--- src/rtl/led_pkg.sv ---
// Shared display-mode encodings, flash FSM states and counter-width helper.
package led_pkg;

  typedef enum logic [1:0] {
    MODE_AUTO  = 2'd0,
    MODE_LEVEL = 2'd1,
    MODE_CYLON = 2'd2,
    MODE_LAMP  = 2'd3
  } mode_e;

  typedef enum logic [1:0] {
    FL_IDLE = 2'd0,
    FL_ON   = 2'd1,
    FL_OFF  = 2'd2
  } flash_state_e;

  // Bits needed to count 0..n-1, never less than one.
  function automatic int unsigned cnt_width(input int unsigned n);
    return (n > 1) ? $clog2(n) : 1;
  endfunction

endpackage

--- src/rtl/led_event_display_if.sv ---
// Status/event inputs and LED outputs of the front-panel display block.
interface led_event_display_if #(
  parameter int unsigned N_EVT = 4,
  parameter int unsigned N_BAR = 8
);
  import led_pkg::*;

  mode_e                  mode_i;
  logic [N_EVT-1:0]       events_i;
  logic [N_BAR-1:0]       level_i;
  logic                   activity_i;
  logic                   resync_i;
  logic                   locked_i;
  logic                   link_ok_i;
  logic [N_BAR+N_EVT:0]   led_o;
  logic                   cylon_active_o;

  modport master (
    output mode_i, events_i, level_i, activity_i, resync_i, locked_i, link_ok_i,
    input  led_o, cylon_active_o
  );

  modport slave (
    input  mode_i, events_i, level_i, activity_i, resync_i, locked_i, link_ok_i,
    output led_o, cylon_active_o
  );

endinterface

--- src/rtl/led_flash_stretcher.sv ---
// Stretches a one-cycle event strobe into a fixed lit window followed by a
// fixed dark window; events arriving while busy coalesce into one re-flash.
module led_flash_stretcher
  import led_pkg::*;
#(
  parameter int unsigned ON_CYCLES  = 4000000,
  parameter int unsigned OFF_CYCLES = 4000000
) (
  input  logic clk,
  input  logic rst_n,
  input  logic event_i,
  output logic lit_o
);

  localparam int unsigned CW = cnt_width((ON_CYCLES > OFF_CYCLES) ? ON_CYCLES : OFF_CYCLES);
  localparam logic [CW-1:0] ON_LAST  = CW'(ON_CYCLES - 1);
  localparam logic [CW-1:0] OFF_LAST = CW'(OFF_CYCLES - 1);

  flash_state_e   state;
  logic [CW-1:0]  cnt;
  logic           pending;

  // IDLE/ON/OFF sequencer; lit_o is registered alongside the state (high exactly while in ON).
  always_ff @(posedge clk) begin
    if (!rst_n) begin
      state   <= FL_IDLE;
      cnt     <= '0;
      pending <= 1'b0;
      lit_o   <= 1'b0;
    end else begin
      case (state)
        FL_IDLE: begin
          if (event_i) begin
            state <= FL_ON;
            cnt   <= '0;
            lit_o <= 1'b1;
          end
        end
        FL_ON: begin
          pending <= pending | event_i;
          if (cnt == ON_LAST) begin
            state <= FL_OFF;
            cnt   <= '0;
            lit_o <= 1'b0;
          end else begin
            cnt <= cnt + CW'(1);
          end
        end
        FL_OFF: begin
          if (cnt == OFF_LAST) begin
            // an event in the final dark cycle counts as pending: no IDLE gap
            if (pending || event_i) begin
              state <= FL_ON;
              lit_o <= 1'b1;
            end else begin
              state <= FL_IDLE;
            end
            cnt     <= '0;
            pending <= 1'b0;
          end else begin
            cnt     <= cnt + CW'(1);
            pending <= pending | event_i;
          end
        end
        default: begin
          state   <= FL_IDLE;
          cnt     <= '0;
          pending <= 1'b0;
          lit_o   <= 1'b0;
        end
      endcase
    end
  end

endmodule

--- src/rtl/led_event_display.sv ---
// Front-panel LED driver: rate bar / cylon sweep, per-event flashes and a
// lock-dependent heartbeat, with forced display modes and lamp test.
module led_event_display
  import led_pkg::*;
#(
  parameter int unsigned N_EVT       = 4,
  parameter int unsigned N_BAR       = 8,
  parameter int unsigned FLASH_ON    = 4000000,
  parameter int unsigned FLASH_OFF   = 4000000,
  parameter int unsigned STEP_CYCLES = 2000000,
  parameter int unsigned BLINK_BITS  = 21
) (
  input  logic              clk,
  input  logic              rst_n,
  led_event_display_if.slave bus
);

  localparam int unsigned SW = cnt_width(STEP_CYCLES);
  localparam int unsigned PW = cnt_width(N_BAR);
  localparam logic [SW-1:0] STEP_LAST  = SW'(STEP_CYCLES - 1);
  localparam logic [PW-1:0] POS_TOP    = PW'(N_BAR - 1);
  localparam logic [PW-1:0] POS_TOP_M1 = PW'(N_BAR - 2);

  logic [N_EVT-1:0]      flash;
  logic [BLINK_BITS-1:0] hb_cnt;
  logic [SW-1:0]         step_cnt;
  logic [PW-1:0]         pos;
  logic                  dir_up;
  logic                  cyl_next;
  logic                  heartbeat;
  logic [N_BAR-1:0]      cylon_bar;
  logic [N_BAR-1:0]      alt_bar;
  logic [N_BAR-1:0]      bar;

  for (genvar g = 0; g < N_EVT; g++) begin : g_flash
    led_flash_stretcher #(
      .ON_CYCLES  (FLASH_ON),
      .OFF_CYCLES (FLASH_OFF)
    ) u_flash (
      .clk     (clk),
      .rst_n   (rst_n),
      .event_i (bus.events_i[g]),
      .lit_o   (flash[g])
    );
  end

  // Free-running heartbeat counter.
  always_ff @(posedge clk) begin
    if (!rst_n) hb_cnt <= '0;
    else        hb_cnt <= hb_cnt + BLINK_BITS'(1);
  end

  // Cylon position: steps every STEP_CYCLES and bounces off both ends without repeating them.
  always_ff @(posedge clk) begin
    if (!rst_n) begin
      step_cnt <= '0;
      pos      <= '0;
      dir_up   <= 1'b1;
    end else if (step_cnt == STEP_LAST) begin
      step_cnt <= '0;
      if (dir_up) begin
        if (pos == POS_TOP) begin
          pos    <= POS_TOP_M1;
          dir_up <= 1'b0;
        end else begin
          pos <= pos + PW'(1);
        end
      end else begin
        if (pos == '0) begin
          pos    <= PW'(1);
          dir_up <= 1'b1;
        end else begin
          pos <= pos - PW'(1);
        end
      end
    end else begin
      step_cnt <= step_cnt + SW'(1);
    end
  end

  // Next display fields; cylon arming uses its next value so the bar and the flag switch together.
  always_comb begin
    cyl_next = bus.cylon_active_o;
    if (bus.activity_i) cyl_next = 1'b0;
    if (bus.resync_i)   cyl_next = 1'b1;

    cylon_bar      = '0;
    cylon_bar[pos] = 1'b1;

    alt_bar = '0;
    for (int unsigned i = 0; i < N_BAR; i++) begin
      alt_bar[i] = ~i[0] ^ hb_cnt[BLINK_BITS-1];
    end

    heartbeat = (bus.locked_i ? hb_cnt[BLINK_BITS-1] : hb_cnt[BLINK_BITS-3]) & bus.link_ok_i;

    bar = bus.level_i;
    case (bus.mode_i)
      MODE_AUTO: begin
        if (!bus.locked_i) bar = alt_bar;
        else if (cyl_next) bar = cylon_bar;
        else               bar = bus.level_i;
      end
      MODE_LEVEL: bar = bus.level_i;
      MODE_CYLON: bar = cylon_bar;
      default:    bar = bus.level_i;
    endcase
  end

  // Registered outputs; lamp test overrides the whole LED word without touching internal state.
  always_ff @(posedge clk) begin
    if (!rst_n) begin
      bus.led_o          <= '0;
      bus.cylon_active_o <= 1'b1;
    end else begin
      bus.cylon_active_o <= cyl_next;
      if (bus.mode_i == MODE_LAMP) bus.led_o <= '1;
      else                         bus.led_o <= {heartbeat, flash, bar};
    end
  end

endmodule

--- src/flat_wrapper.sv ---
// flat-port wrapper written by rule: the top's interface ports become plain ports
module led_event_display_flat import led_pkg::*;
#(
  parameter int unsigned N_EVT       = 4,
  parameter int unsigned N_BAR       = 8,
  parameter int unsigned FLASH_ON    = 4000000,
  parameter int unsigned FLASH_OFF   = 4000000,
  parameter int unsigned STEP_CYCLES = 2000000,
  parameter int unsigned BLINK_BITS  = 21
)
  (clk, rst_n, bus_mode_i, bus_events_i, bus_level_i, bus_activity_i, bus_resync_i, bus_locked_i, bus_link_ok_i, bus_led_o, bus_cylon_active_o);
  led_event_display_if #(.N_EVT(N_EVT), .N_BAR(N_BAR)) bus_i ();
  input  logic clk;
  input  logic rst_n;
  input wire logic [$bits(bus_i.mode_i)-1:0] bus_mode_i;
  input wire logic [$bits(bus_i.events_i)-1:0] bus_events_i;
  input wire logic [$bits(bus_i.level_i)-1:0] bus_level_i;
  input wire logic [$bits(bus_i.activity_i)-1:0] bus_activity_i;
  input wire logic [$bits(bus_i.resync_i)-1:0] bus_resync_i;
  input wire logic [$bits(bus_i.locked_i)-1:0] bus_locked_i;
  input wire logic [$bits(bus_i.link_ok_i)-1:0] bus_link_ok_i;
  output wire logic [$bits(bus_i.led_o)-1:0] bus_led_o;
  output wire logic [$bits(bus_i.cylon_active_o)-1:0] bus_cylon_active_o;
  assign bus_i.mode_i = bus_mode_i;
  assign bus_i.events_i = bus_events_i;
  assign bus_i.level_i = bus_level_i;
  assign bus_i.activity_i = bus_activity_i;
  assign bus_i.resync_i = bus_resync_i;
  assign bus_i.locked_i = bus_locked_i;
  assign bus_i.link_ok_i = bus_link_ok_i;
  assign bus_led_o = bus_i.led_o;
  assign bus_cylon_active_o = bus_i.cylon_active_o;
  led_event_display #(.N_EVT(N_EVT), .N_BAR(N_BAR), .FLASH_ON(FLASH_ON), .FLASH_OFF(FLASH_OFF), .STEP_CYCLES(STEP_CYCLES), .BLINK_BITS(BLINK_BITS)) u_core (.clk(clk), .rst_n(rst_n), .bus(bus_i));
endmodule
--- config.mk ---
export PLATFORM = sky130hd
export DESIGN_NAME = led_event_display_flat
export DESIGN_NICKNAME = d
export VERILOG_FILES = /design/src/rtl/led_pkg.sv /design/src/rtl/led_event_display_if.sv /design/src/rtl/led_flash_stretcher.sv /design/src/rtl/led_event_display.sv /design/src/flat_wrapper.sv
export SDC_FILE = /design/constraint.sdc
export NUM_CORES = 1
export LEC_CHECK = 0
export BUFFER_PORTS_ARGS = -buffer_cell sky130_fd_sc_hd__buf_2
export CORE_UTILIZATION = 67
export CTS_CLUSTER_DIAMETER = 60
export DETAILED_ROUTE_END_ITERATION = 8
export PLACE_DENSITY = 0.86
export SYNTH_ARGS = -nofsm -noshare
export SYNTH_HDL_FRONTEND = slang
export SYNTH_SLANG_ARGS = --single-unit
--- constraint.sdc ---
create_clock -name clk -period 6.69 [get_ports clk]
set_clock_uncertainty 0.2 [all_clocks]
set_input_delay 0 -clock clk [delete_from_list [all_inputs] [get_ports clk]]
set_output_delay 0 -clock clk [all_outputs]
set_load 0.01 [all_outputs]
==> load_flow_metrics.sql, run 1 <==
INSERT INTO impl_metrics (metric_group, metric, value, unit) VALUES
('outcome', 'run_status', 'finished clean', ''),
('detailed_routing', 'routed-via-count', '7805', ''),
('power_and_ir_drop', 'power.density', '276', 'nW/um^2'),
('logic_synthesis', 'synth.net_count', '1058', ''),
('logic_synthesis', 'postSynthAreaPerCell', '8.27', 'sq um'),
('logic_synthesis', 'ys.warnings.count', '0', ''),
('power_and_ir_drop', 'vdd_drop_max', '0.211', 'mV'),
('logic_synthesis', 'post_synth_inst_count', '1012', ''),
('logic_synthesis', 'synth-simple-area-share', '31.1', '%'),
('clocking', 'cts_made_buffers', '17', ''),
('logic_synthesis', 'async_reset_ff_share', '0', '%'),
('worst_setup_path', 'critical_path.reg2reg.startpoint', 'u_core.step_cnt[0]', ''),
('clocking', 'clk-insertion-delay-late', '430', 'ps'),
('logic_synthesis', 'muxShareOfSynthArea', '1.46', '%'),
('logic_synthesis', 'sequential_element_share_of_the_synthesized_area', '39.2', '%'),
('worst_setup_path', 'worst_setup_path_start_kind', 'flip-flop', ''),
('min_path', 'min_from', 'rst_n', ''),
('worst_setup_path', 'crit_path_max_incr_delay', '630', 'ps'),
('detailed_routing', 'detail_route.first_pass.iterations', '7', ''),
('finish', 'areaGrowthSynthToFinish', '15.8', '%'),
('clocking', 'cts.clk_slew.worst_paths', '70', 'ps'),
('finish', 'layout-drive-gt1-share', '8.42', '%'),
('logic_synthesis', 'synth-main-ff-cell', 'sky130_fd_sc_hd__dfxtp_1', ''),
('worst_setup_path', 'cp.required', '6740', 'ps'),
('sta', 'worst_slew_pin_slew', '1070', 'ps'),
('logic_synthesis', 'synth_seq_cells', '164', ''),
('clocking', 'cts_root_buffer_type', 'sky130_fd_sc_hd__clkbuf_16', ''),
('global_route', 'globalRouteMet3Util', '10.7', '%'),
('global_route', 'antenna_found_initial', '2', ''),
('clocking', 'setup_bufs_post_cts', '0', ''),
('detailed_routing', 'route.final.wire_length', '21100', 'um'),
('sta', 'report.final.slew_viol_count', '0', ''),
('worst_setup_path', 'crit_path_end_kind', 'flip-flop', ''),
('clocking', 'clock_tree.htree_level_count', '4', ''),
('global_route', 'first_pass_grt_wire_length', '35800', 'um'),
('sta', 'max_slew_margin', '28.4', '%'),
('power_and_ir_drop', 'static-leakage-power', '3.44', 'nW'),
('min_path', 'min_to', 'u_core.g_flash[2].u_flash.state[1]', ''),
('finish', 'nets', '1125', ''),
('detailed_routing', 'first_iter_violations', '1050', ''),
('sta', 'final.min_clock_period', '2900', 'ps'),
('place', 'buffer_ports.inserted', '33', ''),
('logic_synthesis', 'synth_compound_gate_area_share', '12.3', '%'),
('clocking', 'clock_sink_count', '164', ''),
('detailed_routing', 'wl_per_cell', '16.7', 'um'),
('global_route', 'grt.total_usage', '34.9', '%'),
('detailed_routing', 'antenna_left', '0', ''),
('logic_synthesis', 'synth-edff-count', '0', ''),
('floorplan', 'die_area', '12900', 'sq um'),
('floorplan', 'placeableCoreArea', '12100', 'sq um'),
('worst_setup_path', 'max_fo_critical_path', '17', ''),
('place', 'place_hpwl', '11100', 'um'),
('logic_synthesis', 'post_synth_fa_ha_maj_area_fraction', '3.89', '%'),
('job', 'max-cap-violations', '0', ''),
('sta', 'hold_viol_final', '0', ''),
('logic_synthesis', 'synth_top_family_by_area', 'simple AND/OR/NAND/NOR gates', ''),
('worst_setup_path', 'worstPathArrival', '2950', 'ps'),
('sta', 'finalSetupTns', '0', 'ps'),
('logic_synthesis', 'synth_xor_area_share', '8.89', '%'),
('sta', 'maxClockFrequency', '0.345', 'GHz'),
('sta', 'setup_violating_endpoint_count_in_the_final_report', '0', ''),
('floorplan', 'start_util', '69.1', '%'),
('global_route', 'grt_busiest_layer', 'met2', ''),
('floorplan', 'design.portCount', '34', ''),
('logic_synthesis', 'synth.distinct_cells', '63', ''),
('sta', 'unrepaired_setup_endpoints_after_global_routing', 'no', ''),
('clocking', 'resized_cells_post_cts', '0', ''),
('worst_setup_path', 'kind_of_critical_path', 'reg -> reg', ''),
('global_route', 'grt_remaining_overflow', '0', ''),
('global_route', 'use_met2', '55.3', '%'),
('min_path', 'hold_depth', '4', '');
cell usage after synthesis, drive strengths merged (3+ instances only):
cell type | count | share of area, %
nor3b | 3 | 0.27
o21a | 17 | 1.6
inv | 30 | 1.3
and3 | 18 | 1.3
and2 | 13 | 0.97
nand2 | 86 | 3.9
buf | 8 | 0.75
nand4 | 37 | 2.8
o21ai | 39 | 2.6
nand2b | 6 | 0.45
a21oi | 49 | 3.0
ha | 26 | 3.9
dfxtp | 164 | 39
o211ai | 6 | 0.54
or3 | 11 | 0.88
and4 | 14 | 1.5
or2 | 3 | 0.22
o41ai | 3 | 0.31
a21boi | 5 | 0.49
a211oi | 6 | 0.54
nor2b | 11 | 0.82
nand3 | 55 | 3.3
mux2i | 10 | 1.2
xor2 | 34 | 3.6
xnor2 | 51 | 5.3
a22oi | 4 | 0.36
clkbuf | 25 | 1.1
or4 | 10 | 1.1
nor4b | 9 | 0.94
nor2 | 153 | 6.9
nand3b | 4 | 0.36
a31oi | 13 | 0.97
nor4 | 20 | 1.7
nor3 | 33 | 2.0
nand4b | 10 | 1.0
cell families (layout without fill, tap and decap cells):
kind of cell / Yosys count / after routing
AOI/OAI and AO/OA: 159 / 159
xor gates and xnor gates: 85 / 85
adders and majority gates: 26 / 26
buffers and inverters: 63 / 143
DFF: 164 / 164
muxes: 12 / 12
other: 0 / 2
and+or+nand+nor: 503 / 503
layer usage:
layer	vias to the layer above	wire [um]
li1	3734	-
met1	3608	9180
met2	365	9740
met3	98	1430
met4	0	789
met5	-	0
critical path: cells and delay by family, from the launching register on:
kind          cells  cell delay (ps)
flops             1              360
fa+ha+maj         1              240
simple gates      5             1940
sequential cells by signal, indices dropped and copies added (netlist names):
register                        count
u_core.g_flash.u_flash.state        8
u_core.step_cnt                    21
u_core.pos                          3
u_core.g_flash.u_flash.cnt         88
u_core.g_flash.u_flash.lit_o        4
u_core.hb_cnt                      21
u_core.g_flash.u_flash.pending      4
u_core.dir_up                       1
u_core.bus.led_o                   13
u_core.bus.cylon_active_o           1
power breakdown:
group,internal (mW),switching (mW)
Combinational,0.205,0.355
Sequential,1.03,0.0454
Clock,0.645,0.400
Total,1.88,0.800
metrics by stage:
stage | std cells | area, sq um | util, % | worst slack (ps) | hold slack (ps)
after floorplan | 1012 | 8370 | - | 4390 | -59.4
after global placement | 1186 | 8640 | 71.3 | 4260 | 49.3
after detailed placement | 1186 | 8640 | 71.3 | 4150 | 54.9
after CTS | 1260 | 9690 | 80.0 | 4140 | 24.7
after global routing | 1260 | 9690 | 80.0 | 3590 | 61.5
final | 1262 | 9700 | 80.1 | 3790 | 39.8
timing repair:
item                                    in CTS  in global routing
hold buffers                                42                  0
endpoints found under the hold margin       50                  0
endpoints found under the setup margin       0                  0
cell usage in the layout, fill, tap and decap left out, types with 10 or more instances in the layout:
cell type and instances:
sky130_fd_sc_hd__dfxtp_1 164, sky130_fd_sc_hd__nor2_1 153, sky130_fd_sc_hd__nand2_1 86, sky130_fd_sc_hd__nand3_1 55, sky130_fd_sc_hd__xnor2_1 51, sky130_fd_sc_hd__a21oi_1 48, sky130_fd_sc_hd__dlygate4sd3_1 42, sky130_fd_sc_hd__nand4_1 37
sky130_fd_sc_hd__o21ai_0 36, sky130_fd_sc_hd__xor2_1 34, sky130_fd_sc_hd__nor3_1 33, sky130_fd_sc_hd__buf_2 33, sky130_fd_sc_hd__inv_1 29, sky130_fd_sc_hd__ha_1 26, sky130_fd_sc_hd__nor4_1 19, sky130_fd_sc_hd__and3_1 18
sky130_fd_sc_hd__clkbuf_16 17, sky130_fd_sc_hd__o21a_1 16, sky130_fd_sc_hd__and4_1 14, sky130_fd_sc_hd__and2_1 13, sky130_fd_sc_hd__a31oi_1 13, sky130_fd_sc_hd__nor2b_1 11, sky130_fd_sc_hd__nand4b_1 10, sky130_fd_sc_hd__or3_1 10
sky130_fd_sc_hd__mux2i_1 10
area by class of cell:
class	count	area, sq um
well taps	168	210
diodes	2	5.00
multi-input cells	785	4820
flip-flops and latches	164	3280
repair buffers	81	631
fillers	777	2420
clock buffers	20	457
inverters	30	113
clock inverters	12	178
how the worst max path moves through the flow:
stage                                             startpoint                                end  cells past startpoint
after detailed placement  u_core.g_flash[0].u_flash.state[0]  u_core.g_flash[0].u_flash.cnt[11]                      7
after CTS                                      bus_mode_i[1]                u_core.bus.led_o[2]                      8
final                                     u_core.step_cnt[0]                u_core.step_cnt[12]                      6
after global routing                      u_core.step_cnt[0]                u_core.step_cnt[12]                      6
after floorplan           u_core.g_flash[3].u_flash.state[0]  u_core.g_flash[3].u_flash.cnt[21]                      8
after global placement    u_core.g_flash[0].u_flash.state[0]  u_core.g_flash[0].u_flash.cnt[11]                      7
No activity file was read; power rests on OpenSTA's default activity.
==> inputs of run 2 (changes only) <==
ABC_AREA = 1   (was default)
CORE_UTILIZATION = 62   (was 67)
PLACE_DENSITY = 0.8   (was 0.86)
clock period = 2.7 ns   (was 6.69 ns; I/O delays follow)
==> run 2 against run 1 <==
  * Combinational power rose to 2.8 times the previous value
  * Routed wire length down 4.0%
  * Highest routed layer unchanged
  * Cell count up 26%
  * Hold slack better by 210 ps
  * Clock power up 140%
==> load_flow_metrics.sql, run 2 <==
INSERT INTO impl_metrics (metric_group, metric, value, unit) VALUES
('min_path', 'min_from', 'bus_resync_i', ''),
('power_and_ir_drop', 'power.density', '657', 'nW/um^2'),
('finish', 'area_used_by_multi_input_combinational_logic', '4890', 'sq um'),
('place', 'buffer_ports.inserted', '33', ''),
('sta', 'hold_viol_final', '0', ''),
('detailed_routing', 'first_iter_violations', '685', ''),
('min_path', 'min_to', 'u_core.bus.cylon_active_o', ''),
('detailed_routing', 'wl_per_cell', '12.7', 'um'),
('global_route', 'grt.total_usage', '28.3', '%'),
('power_and_ir_drop', 'share_comb_of_total_power', '23.1', '%'),
('logic_synthesis', 'synthDominantAreaCellType', 'sky130_fd_sc_hd__dfxtp_1', ''),
('worst_setup_path', 'crit_path_max_incr_delay', '600', 'ps'),
('sta', 'final_worst_path_period_share', '92.9', '%'),
('finish', 'areaGrowthSynthToFinish', '13.3', '%'),
('clocking', 'setup_bufs_post_cts', '0', ''),
('global_route', 'antenna_found_initial', '0', ''),
('place', 'place_hpwl', '14000', 'um'),
('logic_synthesis', 'synth_top_area_cells', 'sky130_fd_sc_hd__dfxtp_1 (37%), sky130_fd_sc_hd__nand2_1 (12%), sky130_fd_sc_hd__nor2_1 (8.7%)', ''),
('logic_synthesis', 'synthDominantCellAreaShare', '36.6', '%'),
('floorplan', 'start_util', '64.0', '%'),
('logic_synthesis', 'synth_seq_cells', '164', ''),
('logic_synthesis', 'post_synth_inst_count', '1339', ''),
('detailed_routing', 'route.final.wire_length', '20300', 'um'),
('worst_setup_path', 'timing.critical_path.cells', 'nand2_1 -> nand2_1 -> o211ai_1 -> dlygate4sd3_1 -> nand2_1 -> dlygate4sd3_1 -> a21oi_1', ''),
('finish', 'diode_insertion_count_for_antenna_repair', '0', ''),
('worst_setup_path', 'worstPathBufferInverterCount', '2', ''),
('global_route', 'grt_pass1_vias', '7811', ''),
('sta', 'postLayoutSetupSlackWorst', '192', 'ps'),
('power_and_ir_drop', 'clock_power_share', '36.9', '%'),
('worst_setup_path', 'timing.reg2reg.setup_slack', '190', 'ps'),
('power_and_ir_drop', 'share_seq_of_total_power', '40.0', '%'),
('floorplan', 'design.portCount', '34', ''),
('worst_setup_path', 'kind_of_critical_path', 'reg -> reg', ''),
('power_and_ir_drop', 'total_switching_power', '2.13', 'mW'),
('clocking', 'clock_sink_count', '164', ''),
('logic_synthesis', 'sequential_element_share_of_the_synthesized_area', '36.6', '%'),
('worst_setup_path', 'worstRegToRegCells', '7', ''),
('global_route', 'grt_busiest_layer', 'met2', ''),
('power_and_ir_drop', 'vdd_drop_max', '0.736', 'mV'),
('global_route', 'first_pass_grt_wire_length', '34100', 'um'),
('detailed_routing', 'post-route-drc-count', '0', ''),
('place', 'gp_routability_congestion', '0.898', ''),
('finish', 'layout_common_cells', 'sky130_fd_sc_hd__nand2_1 (297), sky130_fd_sc_hd__nor2_1 (207), sky130_fd_sc_hd__dfxtp_1 (163)', ''),
('logic_synthesis', 'synthMostInstantiatedCell', 'sky130_fd_sc_hd__nand2_1', ''),
('logic_synthesis', 'synth-edff-count', '0', ''),
('floorplan', 'dieWidth', '122', 'um'),
('sta', 'unrepaired_setup_endpoints_after_global_routing', 'no', ''),
('worst_setup_path', 'cp.required', '2860', 'ps'),
('clocking', 'clock_tree.htree_level_count', '4', ''),
('finish', 'layout.area.seq', '3280', 'sq um'),
('worst_setup_path', 'worstReg2RegEnd', 'u_core.bus.led_o[2]', ''),
('floorplan', 'die_area', '14900', 'sq um'),
('global_route', 'globalRouteMet3Util', '5.62', '%'),
('logic_synthesis', 'synth.cell_area', '8960', 'sq um'),
('sta', 'maxClockFrequency', '0.399', 'GHz'),
('clocking', 'clk_path_buf_depth', '2', ''),
('detailed_routing', 'antenna_left', '0', ''),
('logic_synthesis', 'synth.net_count', '1385', ''),
('worst_setup_path', 'timing.critical_path.slowest_stage_cell', 'sky130_fd_sc_hd__dlygate4sd3_1', ''),
('detailed_routing', 'routed-via-count', '8619', ''),
('global_route', 'grt_remaining_overflow', '0', ''),
('detailed_routing', 'detail_route.first_pass.iterations', '5', ''),
('job', 'max-cap-violations', '0', ''),
('place', 'post-place-ws', '471', 'ps'),
('min_path', 'timing.hold.worst.class', 'in -> reg', ''),
('power_and_ir_drop', 'sw_frac_of_total', '32.0', '%'),
('sta', 'final.min_clock_period', '2510', 'ps'),
('finish', 'fillCellCount', '1196', ''),
('floorplan', 'placeableCoreArea', '14000', 'sq um'),
('clocking', 'clk-insertion-delay-late', '440', 'ps'),
('power_and_ir_drop', 'power_report.internal_total', '4.54', 'mW'),
('clocking', 'cts.clk_slew.worst_paths', '60', 'ps'),
('floorplan', 'chip_height', '122', 'um'),
('worst_setup_path', 'max_fo_critical_path', '10', ''),
('sta', 'max_slew_margin', '63.7', '%'),
('worst_setup_path', 'crit_path_end_kind', 'flip-flop', ''),
('clocking', 'cts_root_buffer_type', 'sky130_fd_sc_hd__clkbuf_16', ''),
('logic_synthesis', 'ys.warnings.count', '0', ''),
('detailed_routing', 'routed_via_density', '5.41', ''),
('sta', 'setup_violating_endpoint_count_in_the_final_report', '0', ''),
('logic_synthesis', 'synth-main-ff-cell', 'sky130_fd_sc_hd__dfxtp_1', ''),
('finish', 'mostFrequentLayoutCell', 'sky130_fd_sc_hd__nand2_1', ''),
('clocking', 'tritoncts_clock_tree', 'yes', ''),
('sta', 'worst_slew_pin_slew', '545', 'ps'),
('worst_setup_path', 'setup.worst_path.start', 'u_core.bus.cylon_active_o', ''),
('global_route', 'grt_start_max_net_pins', '31', ''),
('logic_synthesis', 'postSynthAreaPerCell', '6.69', 'sq um'),
('min_path', 'hold_depth', '5', ''),
('sta', 'finalSetupTns', '0', 'ps'),
('outcome', 'run_status', 'finished clean', ''),
('logic_synthesis', 'async_reset_ff_share', '0', '%'),
('worst_setup_path', 'critical_path.reg2reg.startpoint', 'u_core.bus.cylon_active_o', ''),
('clocking', 'cts_made_buffers', '17', ''),
('global_route', 'use_met2', '47.1', '%'),
('sta', 'report.final.slew_viol_count', '0', ''),
('logic_synthesis', 'synthTopCellsByCount', 'sky130_fd_sc_hd__nand2_1 (297), sky130_fd_sc_hd__nor2_1 (207), sky130_fd_sc_hd__dfxtp_1 (164)', ''),
('finish', 'largest_register', 'u_core.g_flash.u_flash.cnt', ''),
('floorplan', 'fp-row-count', '43', ''),
('global_route', 'grt_use_met1', '35.7', '%'),
('logic_synthesis', 'synth.distinct_cells', '42', ''),
('finish', 'layout-drive-gt1-share', '9.41', '%'),
('finish', 'reg.largest.list', 'u_core.g_flash.u_flash.cnt: 88 flops, u_core.hb_cnt: 21 flops, u_core.step_cnt: 21 flops', ''),
('worst_setup_path', 'cp_common_cell', 'sky130_fd_sc_hd__nand2_1', ''),
('power_and_ir_drop', 'static-leakage-power', '3.87', 'nW'),
('finish', 'largest_register_ff_count', '88', ''),
('worst_setup_path', 'worst_setup_path_start_kind', 'flip-flop', ''),
('worst_setup_path', 'worstPathArrival', '2670', 'ps'),
('finish', 'nets', '1447', ''),
('worst_setup_path', 'path_delay_family', 'buffers and inverters', '');
run 2: changes by cell type after synthesis, moves of 18 or more:
cell,delta
sky130_fd_sc_hd__nand2_1,+211
sky130_fd_sc_hd__nor2_1,+54
sky130_fd_sc_hd__a21oi_1,+26
sky130_fd_sc_hd__nor3_1,+28
sky130_fd_sc_hd__inv_1,+125
sky130_fd_sc_hd__nor4_1,-19
sky130_fd_sc_hd__and3_1,-18
sky130_fd_sc_hd__xnor2_1,-44
sky130_fd_sc_hd__nor2_2,+27
sky130_fd_sc_hd__nand3_1,+49
run 2: worst max-delay path by stage:
stage	to	slack (ps)	cells after the start
after floorplan	u_core.g_flash[1].u_flash.cnt[12]	950	10
after global placement	u_core.step_cnt[15]	570	9
after detailed placement	u_core.step_cnt[0]	470	9
after CTS	u_core.bus.led_o[2]	150	8
after global routing	u_core.bus.led_o[2]	10	8
final	u_core.bus.led_o[2]	190	7
run 2: power by group through the flow:
stage | clock, mW | sequential, mW | combinational, mW
floorplan | 0 | 2.71 | 1.18
global placement | 0 | 2.71 | 1.44
detailed placement | 0 | 2.72 | 1.46
CTS | 2.50 | 2.67 | 1.53
global route | 2.60 | 2.69 | 1.73
finish | 2.46 | 2.67 | 1.54
run 2: layout make-up:
cell class	count	area share, %
Sequential cell	164	32.4
Inverter	163	6.03
Tap cell	180	2.22
Clock buffer	18	4.33
Clock inverter	14	1.58
Timing Repair Buffer	72	5.30
Multi-Input combinational cell	983	48.2
run 2: stage by stage:
step	util, %	instances	cell area, sq um	total power, mW	hold WS (ps)
6_report	72.6	1594	10200	6.67	252
5_1_grt	72.6	1594	10200	7.02	284
4_1_cts	72.5	1594	10100	6.70	192
3_5_place_dp	65.9	1530	9230	4.19	129
3_3_place_gp	65.9	1530	9230	4.15	123
2_1_floorplan	-	1339	8960	3.89	-34.4
run 2: timing repair:
item | in CTS | in global routing
gates resized for setup | 0 | 2
hold buffers | 32 | 0
setup endpoints to repair | 0 | 1
endpoints found under the hold margin | 58 | 0
run 2: routing by layer:
layer,part of all wire [%],up-vias
met5,0,-
met4,2.5,0
met3,4.3,45
met2,46,202
met1,47,3912
li1,-,4460
run 2: logic make-up after synthesis:
logic type,share of synthesized area [%]
simple gates,38.6
buf+inv,8.80
flops,36.6
compound gates,8.79
xor+xnor,3.52
fa+ha+maj,3.63
run 2: worst register-to-register path, stage by stage, from the launching register on:
cell and delay [ps]:
sky130_fd_sc_hd__dfxtp_1 310, sky130_fd_sc_hd__nand2_1 60, sky130_fd_sc_hd__nand2_1 250, sky130_fd_sc_hd__o211ai_1 290, sky130_fd_sc_hd__dlygate4sd3_1 600, sky130_fd_sc_hd__nand2_1 50, sky130_fd_sc_hd__dlygate4sd3_1 560, sky130_fd_sc_hd__a21oi_1 120
==> inputs of run 3 (changes only) <==
BUFFER_PORTS_ARGS = default   (was -buffer_cell sky130_fd_sc_hd__buf_2)
CORE_UTILIZATION = 64   (was 62)
DONT_BUFFER_PORTS = 1   (was default)
==> run 3 against run 2 <==
  * Sequential share of layout area grew 0.64 points
  * Non-clock buffer count shrank 42
  * Die area shrank 3.1%
  * Sequential power is essentially flat
  * Via count is essentially flat
  * Setup slack gained 30 ps
  * Critical path type unchanged
  * Critical endpoint is now u_core.bus.led_o[7]
==> load_flow_metrics.sql, run 3 (synthesis gave the netlist of run 2 again) <==
INSERT INTO impl_metrics (metric_group, metric, value, unit) VALUES
('detailed_routing', 'route.final.wire_length', '20700', 'um'),
('place', 'post-place-ws', '618', 'ps'),
('finish', 'diode_insertion_count_for_antenna_repair', '0', ''),
('power_and_ir_drop', 'power.density', '684', 'nW/um^2'),
('finish', 'layout_common_cells', 'sky130_fd_sc_hd__nand2_1 (297), sky130_fd_sc_hd__nor2_1 (207), sky130_fd_sc_hd__dfxtp_1 (164)', ''),
('worst_setup_path', 'kind_of_critical_path', 'reg -> reg', ''),
('floorplan', 'placeableCoreArea', '13500', 'sq um'),
('clocking', 'clk-insertion-delay-late', '430', 'ps'),
('place', 'place_hpwl', '14300', 'um'),
('worst_setup_path', 'worstRegToRegCells', '6', ''),
('global_route', 'first_pass_grt_wire_length', '34900', 'um'),
('power_and_ir_drop', 'share_seq_of_total_power', '39.4', '%'),
('sta', 'final_worst_path_period_share', '91.8', '%'),
('power_and_ir_drop', 'sw_frac_of_total', '31.3', '%'),
('worst_setup_path', 'crit_path_end_kind', 'flip-flop', ''),
('finish', 'layout-drive-gt1-share', '7.14', '%'),
('detailed_routing', 'detail_route.first_pass.iterations', '6', ''),
('power_and_ir_drop', 'power', '6.81', 'mW'),
('min_path', 'timing.hold.worst.class', 'in -> reg', ''),
('sta', 'unrepaired_setup_endpoints_after_global_routing', 'no', ''),
('min_path', 'min_from', 'bus_resync_i', ''),
('sta', 'setup_violating_endpoint_count_in_the_final_report', '0', ''),
('finish', 'largest_register', 'u_core.g_flash.u_flash.cnt', ''),
('clocking', 'cts_made_buffers', '17', ''),
('finish', 'nets', '1405', ''),
('clocking', 'cts.clk_slew.worst_paths', '70', 'ps'),
('detailed_routing', 'antenna_left', '0', ''),
('global_route', 'grt_remaining_overflow', '0', ''),
('global_route', 'grt.total_usage', '29.4', '%'),
('clocking', 'setup_bufs_post_cts', '0', ''),
('worst_setup_path', 'worstPathArrival', '2650', 'ps'),
('finish', 'mostFrequentLayoutCell', 'sky130_fd_sc_hd__nand2_1', ''),
('floorplan', 'die_area', '14500', 'sq um'),
('worst_setup_path', 'critical_path.reg2reg.startpoint', 'u_core.pos[0]', ''),
('clocking', 'cts_root_buffer_type', 'sky130_fd_sc_hd__clkbuf_16', ''),
('sta', 'postLayoutSetupSlackWorst', '222', 'ps'),
('place', 'placed_area', '9050', 'sq um'),
('worst_setup_path', 'crit_path_max_incr_delay', '590', 'ps'),
('power_and_ir_drop', 'static-leakage-power', '3.71', 'nW'),
('worst_setup_path', 'max_fo_critical_path', '11', ''),
('detailed_routing', 'first_iter_violations', '757', ''),
('worst_setup_path', 'worstPathBufferInverterCount', '2', ''),
('worst_setup_path', 'timing.reg2reg.setup_slack', '220', 'ps'),
('power_and_ir_drop', 'clock_power_share', '38.9', '%'),
('detailed_routing', 'routed-via-count', '8624', ''),
('min_path', 'hold_depth', '5', ''),
('sta', 'final.min_clock_period', '2480', 'ps'),
('clocking', 'clock_sink_count', '164', ''),
('power_and_ir_drop', 'vdd_drop_max', '0.816', 'mV'),
('sta', 'report.final.slew_viol_count', '0', ''),
('global_route', 'grt_pass1_vias', '7884', ''),
('detailed_routing', 'routed_via_density', '5.57', ''),
('worst_setup_path', 'cp.required', '2880', 'ps'),
('min_path', 'min_to', 'u_core.bus.led_o[2]', ''),
('finish', 'reg.largest.list', 'u_core.g_flash.u_flash.cnt: 88 flops, u_core.hb_cnt: 21 flops, u_core.step_cnt: 21 flops', ''),
('sta', 'maxClockFrequency', '0.404', 'GHz'),
('sta', 'worst_slew_pin_slew', '586', 'ps'),
('power_and_ir_drop', 'total_switching_power', '2.13', 'mW'),
('finish', 'largest_register_ff_count', '88', ''),
('worst_setup_path', 'timing.critical_path.cells', 'nand3_1 -> nor2_1 -> nor2_1 -> dlygate4sd3_1 -> a21oi_1 -> dlygate4sd3_1', ''),
('floorplan', 'dieWidth', '120', 'um'),
('clocking', 'clk_path_buf_depth', '2', ''),
('worst_setup_path', 'path_delay_family', 'buffers and inverters', ''),
('clocking', 'tritoncts_clock_tree', 'yes', ''),
('power_and_ir_drop', 'share_comb_of_total_power', '21.7', '%'),
('floorplan', 'chip_height', '120', 'um'),
('floorplan', 'start_util', '66.6', '%'),
('job', 'max-cap-violations', '0', ''),
('place', 'gp_routability_congestion', '0.925', ''),
('detailed_routing', 'post-route-drc-count', '0', ''),
('power_and_ir_drop', 'power_report.internal_total', '4.68', 'mW'),
('place', 'buffer_ports.inserted', '0', ''),
('global_route', 'grt_start_max_net_pins', '42', ''),
('worst_setup_path', 'timing.critical_path.slowest_stage_cell', 'sky130_fd_sc_hd__dlygate4sd3_1', ''),
('floorplan', 'fp-row-count', '42', ''),
('detailed_routing', 'wl_per_cell', '13.4', 'um'),
('finish', 'layout.cell_area.non_filler', '9950', 'sq um'),
('sta', 'max_slew_margin', '60.9', '%'),
('global_route', 'antenna_found_initial', '0', ''),
('finish', 'areaGrowthSynthToFinish', '11.1', '%'),
('clocking', 'clock_tree.htree_level_count', '4', ''),
('floorplan', 'design.portCount', '34', ''),
('sta', 'hold_viol_final', '0', ''),
('outcome', 'run_status', 'finished clean', ''),
('worst_setup_path', 'worstReg2RegEnd', 'u_core.bus.led_o[7]', ''),
('worst_setup_path', 'worst_setup_path_start_kind', 'flip-flop', ''),
('sta', 'finalSetupTns', '0', 'ps');
run 3: cell count changes in the layout (fill, tap and decap cells not counted):
cell / change
sky130_fd_sc_hd__nor3_2: -1
sky130_fd_sc_hd__buf_2: -33
sky130_fd_sc_hd__clkbuf_8: +3
sky130_fd_sc_hd__dlygate4sd3_1: -9
sky130_fd_sc_hd__nor3_1: +1
sky130_fd_sc_hd__bufinv_16: +1
sky130_fd_sc_hd__dfxtp_2: -1
sky130_fd_sc_hd__clkinv_2: -4
sky130_fd_sc_hd__buf_12: +1
sky130_fd_sc_hd__clkinvlp_4: -2
sky130_fd_sc_hd__clkinv_4: +2
sky130_fd_sc_hd__buf_4: -1
sky130_fd_sc_hd__dfxtp_1: +1
run 3: through the flow:
| step | std cells | utilization (%) | hold slack (ps) |
|---|---|---|---|
| 2_1_floorplan | 1339 | - | -34.4 |
| 3_3_place_gp | 1492 | 67.3 | -115 |
| 3_5_place_dp | 1492 | 67.3 | -109 |
| 4_1_cts | 1548 | 74.0 | 4.32 |
| 5_1_grt | 1548 | 74.0 | 91.2 |
| 6_report | 1548 | 74.0 | 19.2 |
run 3: power groups by stage:
stage / Clock, mW / Sequential [mW] / Combinational (mW)
2_1_floorplan: 0 / 2.71 / 1.18
3_3_place_gp: 0 / 2.73 / 1.38
3_5_place_dp: 0 / 2.74 / 1.40
4_1_cts: 2.67 / 2.68 / 1.46
5_1_grt: 2.78 / 2.70 / 1.66
6_report: 2.65 / 2.69 / 1.48
run 3: timing repair:
item,in CTS,in global routing
hold endpoints to repair,148,0
hold buffers,24,0
resized for setup,0,0
run 3: cell type report:
class / instances / area, sq um
multi-input cells: 983 / 4890
inverters: 163 / 612
flip-flops and latches: 164 / 3280
clock buffers: 21 / 480
well taps: 176 / 220
repair buffers: 30 / 295
clock inverters: 11 / 173
fillers: 1149 / 3500
run 3: worst max path at each step:
stage	start	to	slack, ps	cells past startpoint
2_1_floorplan	u_core.g_flash[1].u_flash.state[0]	u_core.g_flash[1].u_flash.cnt[12]	950	10
3_3_place_gp	u_core.step_cnt[0]	u_core.step_cnt[11]	720	9
3_5_place_dp	u_core.g_flash[1].u_flash.state[0]	u_core.g_flash[1].u_flash.cnt[12]	620	11
4_1_cts	u_core.pos[0]	u_core.bus.led_o[7]	340	6
5_1_grt	u_core.pos[0]	u_core.bus.led_o[7]	170	6
6_report	u_core.pos[0]	u_core.bus.led_o[7]	220	6
run 3: metal layers:
| layer | share of wire (%) | vias up | GRT usage (%) |
|---|---|---|---|
| li1 | - | 4386 | - |
| met1 | 45 | 3945 | 37.3 |
| met2 | 47 | 247 | 49.1 |
| met3 | 5.4 | 46 | 6.42 |
| met4 | 2.3 | 0 | 10.6 |
| met5 | 0 | - | 0 |
run 3: tightest hold or removal path, delay by kind of cell:
family	cells	cell delay (ps)
AO/OA/AOI/OAI	2	220
buffers and inverters	1	20
AND/OR/NAND/NOR	2	340
